File: src/rtl/cdb_arbiter.sv
// Rotating-priority arbiter and registered broadcast stage for the common data bus.
// Optional stall counter output enabled by defining CDB_STALL_CNT_EN.
module cdb_arbiter #(
   parameter int unsigned N_REQ = 5,
   parameter int unsigned TAG_W = 5,
   parameter int unsigned VAL_W = 32
) (
   input  logic                   clk,
   input  logic                   rst_n,
   input  logic [N_REQ-1:0]       in_request,
   input  logic [N_REQ*TAG_W-1:0] in_tag,
   input  logic [N_REQ*VAL_W-1:0] in_val,
   output logic [N_REQ-1:0]       out_grant,
   output logic                   out_broadcast,
   output logic [TAG_W-1:0]       out_tag,
`ifdef CDB_STALL_CNT_EN
   output logic [15:0]            out_stall_cnt,
`endif
   output logic [VAL_W-1:0]       out_val
);

   localparam int unsigned PtrW = (N_REQ > 1) ? $clog2(N_REQ) : 1;

   logic [N_REQ-1:0] grant_q, grant_d;
   logic             bcast_q, bcast_d;
   logic [TAG_W-1:0] tag_q, tag_d;
   logic [VAL_W-1:0] val_q, val_d;
   logic [PtrW-1:0]  ptr_q, ptr_d;

   logic [N_REQ-1:0] elig;
   logic             win_found;
   logic [PtrW-1:0]  win_idx;
   int unsigned      idx;
   int unsigned      nxt;

   // The unit currently holding the bus is masked so it cannot win twice in a row.
   always_comb begin
      elig      = in_request & ~grant_q;
      win_found = 1'b0;
      win_idx   = '0;
      idx       = 0;
      for (int unsigned off = 0; off < N_REQ; off++) begin
         idx = (32'(ptr_q) + off) % N_REQ;
         if (!win_found && elig[idx]) begin
            win_found = 1'b1;
            win_idx   = PtrW'(idx);
         end
      end
      nxt = (32'(win_idx) + 32'd1) % N_REQ;
   end

   always_comb begin
      grant_d = '0;
      bcast_d = 1'b0;
      tag_d   = tag_q;
      val_d   = val_q;
      ptr_d   = ptr_q;
      if (win_found) begin
         grant_d[win_idx] = 1'b1;
         bcast_d          = 1'b1;
         tag_d            = in_tag[win_idx*TAG_W +: TAG_W];
         val_d            = in_val[win_idx*VAL_W +: VAL_W];
         ptr_d            = PtrW'(nxt);
      end
   end

   always_ff @(posedge clk or negedge rst_n) begin
      if (!rst_n) begin
         grant_q <= '0;
         bcast_q <= 1'b0;
         tag_q   <= '0;
         val_q   <= '0;
         ptr_q   <= '0;
      end else begin
         grant_q <= grant_d;
         bcast_q <= bcast_d;
         tag_q   <= tag_d;
         val_q   <= val_d;
         ptr_q   <= ptr_d;
      end
   end

`ifdef CDB_STALL_CNT_EN
   logic [15:0] stall_q, stall_d;

   // Two or more eligible units means at least one lost this edge.
   always_comb begin
      stall_d = stall_q;
      if (($countones(elig) >= 2) && (stall_q != 16'hFFFF)) begin
         stall_d = stall_q + 16'd1;
      end
   end

   always_ff @(posedge clk or negedge rst_n) begin
      if (!rst_n) begin
         stall_q <= '0;
      end else begin
         stall_q <= stall_d;
      end
   end

   assign out_stall_cnt = stall_q;
`endif

   assign out_grant     = grant_q;
   assign out_broadcast = bcast_q;
   assign out_tag       = tag_q;
   assign out_val       = val_q;

endmodule

File: config.mk
export PLATFORM = sky130hd
export DESIGN_NAME = cdb_arbiter
export DESIGN_NICKNAME = d
export VERILOG_FILES = /design/src/rtl/cdb_arbiter.sv
export SDC_FILE = /design/constraint.sdc
export NUM_CORES = 1
export LEC_CHECK = 0
export ABC_CLOCK_PERIOD_IN_PS = 6400
export CORE_ASPECT_RATIO = 1.2
export CORE_MARGIN = 10
export CORE_UTILIZATION = 39
export DETAILED_ROUTE_END_ITERATION = 8
export GPL_TIMING_DRIVEN = 0
export MAX_ROUTING_LAYER = met4
export PLACE_DENSITY = 0.8
export SLEW_MARGIN = 30
export SYNTH_ARGS = -nofsm -noshare
export SYNTH_HDL_FRONTEND = slang
export SYNTH_SLANG_ARGS = --single-unit
File: constraint.sdc
create_clock -name clk -period 6.4 [get_ports clk]
set_input_delay 0.64 -clock clk [delete_from_list [all_inputs] [get_ports clk]]
set_output_delay 0.64 -clock clk [all_outputs]
set_load 0.02 [all_outputs]
==> run_results.csv <==
group,metric,value,unit
outcome,outcome,"finished, final reports clean",
worst_setup_path,worst_path_max_delay_cell,"or4_1",
cts,clock_sinks,46,
yosys,synth.most_common_cell,"o21ai_0",
sta,post-route-period-util,0.942,
yosys,syn_area,5030,sq um
yosys,synth.area.top_cells,"dfrtp_1 23%, o21ai_0 5.6%, ha_1 5.5%, nand3_1 5.4%, a221oi_1 5.0%",
yosys,yosysWarnings,0,
yosys,synth_edf_count,0,
cells_and_area,layout-drive-gt1-share,0.0943,
die,die_height,144,um
sta,period_needed,6.03,ns
cts,cts_tree,"done",
sta,setup_tns,0,ns
detailed_routing,vias,6205,
sta,max_freq,166,MHz
worst_setup_path,cp.required,6.63,ns
detailed_routing,routedWlPerCell,22.2,um
cts,cts_hold_buf,0,
yosys,synth_common_cells,"56 x o21ai_0, 54 x nand3_1, 52 x nor2_1",
sta,finalHoldViolations,0,
yosys,synth_flop_cell,"dfrtp_1",
sta,fin_ws,0.373,ns
die,fp.coreArea,12700,sq um
die,dieArea,17900,sq um
cells_and_area,syn_to_final_growth,55.5,%
yosys,seq_area_frac_synth,0.229,
place,place_hpwl,18.5,mm
detailed_routing,drc,0,
detailed_routing,finalWirelength,23.0,mm
cts,cts_made_buffers,5,
cts,worstSkewPairLatency,0.29,ns
yosys,ys_types,73,
worst_setup_path,startpoint_type,"flip-flop",
detailed_routing,ant_nets,0,
worst_setup_path,rr_startpoint,"ptr_q[0]$_DFFE_PN0P_",
place,place_congestion,0.952,
grt,grt_usage,0.254,
worst_setup_path,cp-startpoint,"ptr_q[0]$_DFFE_PN0P_",
yosys,synth_fp_nets,841,
grt,grt_max_degree,47,
place,numPortBuffers,234,
yosys,syn_inst,626,
detailed_routing,vias_per_cell,6.00,
worst_setup_path,worst-path-buf-inv,8,
grt,grt_pass1_vias,6295,
cts,clk_path_buf_depth,2,
worst_setup_path,worstSetupPathType,"flip-flop to flip-flop",
worst_setup_path,critPathTopFamily,"simple AND/OR/NAND/NOR gates",
grt,overflow,0,
yosys,ys_seq_elements,46,
place,placed_cell_area,7580,sq um
die,row_count,45,
yosys,synth_top_area_cell,"dfrtp_1",
yosys,async_flop_share,1.00,
die,die_w,124,um
grt,grt_pass1_wl,34.6,mm
min_path,min_path_type,"primary input to asynchronous set/reset pin",
yosys,avgSynthCellArea,8.04,sq um
cts,clk_pin_slew,0.07,ns
sta,slew_headroom,0.560,
grt,antenna_found_initial,0,
cells_and_area,final_nets,1084,
worst_setup_path,arrival,6.26,ns
die,start_util,0.397,
place,pre_cts_slack,-0.905,ns
cells_and_area,final_cell_area,7830,sq um
worst_setup_path,end_kind,"flip-flop",
detailed_routing,dr.first_iter.drc_count,442,
cts,cts_root_buf,"clkbuf_16",
sta,slew_viol_final,0,
worst_setup_path,path_max_fanout,13,
sta,setup_viol,0,
sta,rsz0062_at_grt,"false",
worst_setup_path,max_stage_delay,0.59,ns
yosys,synth_top_area_share,0.229,
die,ios,235,
cells_and_area,diodes,0,
sta,clock_skew,0.00796,ns
cts,cts_max_level,2,
run,cap_violations,0,
detailed_routing,first_pass_iters,6,
sta,tightestPinTransition,0.660,ns
==> per-layer routing <==
metal,GRT usage,up-vias,part of all wire
met3,0.0601,29,0.084
met5,-,-,0
met4,0.0638,0,0.023
met1,0.277,2978,0.36
met2,0.452,313,0.53
li1,-,2885,-
==> flip-flops by register name, indices dropped and copies added (netlist names) <==
name           flops
out_val           32
out_grant          5
out_tag            5
ptr_q              3
out_broadcast      1
==> final timing paths <==
path,to,slack (ns),depth (start not counted)
setup / recovery,ptr_q[1]$_DFFE_PN0P_,0.37,25
hold / removal,out_val[10]$_DFFE_PN0P_,0.38,1
setup reg to reg,ptr_q[1]$_DFFE_PN0P_,0.37,25
hold reg to reg,out_tag[0]$_DFFE_PN0P_,0.55,2
max in group asynchronous,ptr_q[0]$_DFFE_PN0P_,5.55,1
min in group clk,out_tag[0]$_DFFE_PN0P_,0.55,2
==> cell families (layout without fill, tap and decap cells) <==
kind of cell | Yosys count | count (layout) | synth area share
AOI/OAI and AO/OA | 268 | 268 | 0.393
xor gates and xnor gates | 9 | 9 | 0.0186
adders and majority gates | 23 | 23 | 0.0587
buffers and inverters | 73 | 317 | 0.0704
DFF | 46 | 46 | 0.229
muxes | 16 | 16 | 0.0438
and+or+nand+nor | 191 | 191 | 0.187
==> final cells by class <==
cell class | instances | area [sq um]
clock inverters | 3 | 45.0
fillers | 1111 | 4840
well taps | 164 | 205
inverters | 19 | 75.1
clock buffers | 5 | 125
flip-flops and latches | 46 | 1150
multi-input cells | 507 | 3560
repair buffers | 238 | 2370
plain buffers | 52 | 295
==> what timing repair did <==
action | CTS | global route
pin swaps | 3 | 2
cloned | 0 | 0
buffers inserted | 1 | 3
gates resized for setup | 11 | 9
setup endpoints to repair | 43 | 34
==> stage by stage <==
stage               utilization  hold WS [ns]  cells
floorplan                     -         0.344    626
global route              0.618         0.421   1034
finish                    0.618         0.376   1034
detailed placement        0.598         0.539   1024
global placement          0.598         0.527   1024
CTS                       0.615         0.397   1032
==> cell usage in the layout, fill, tap and decap left out, drive strengths merged, types with 18 or more instances in the layout <==
master	Yosys	routed
dfrtp	46	46
a21oi	38	38
clkbuf	23	28
a31oi	25	25
ha	22	22
a221oi	29	29
a21o	26	26
a211oi	19	19
nand2	30	30
a211o	25	25
inv	19	18
nand3	54	54
o21ai	58	58
buf	31	34
nor2	53	53
clkdlybuf4s50	0	233
Power is left out: the tool's default activity adds up to more than one toggle a clock period on the data nets, which glitch-free logic cannot reach.
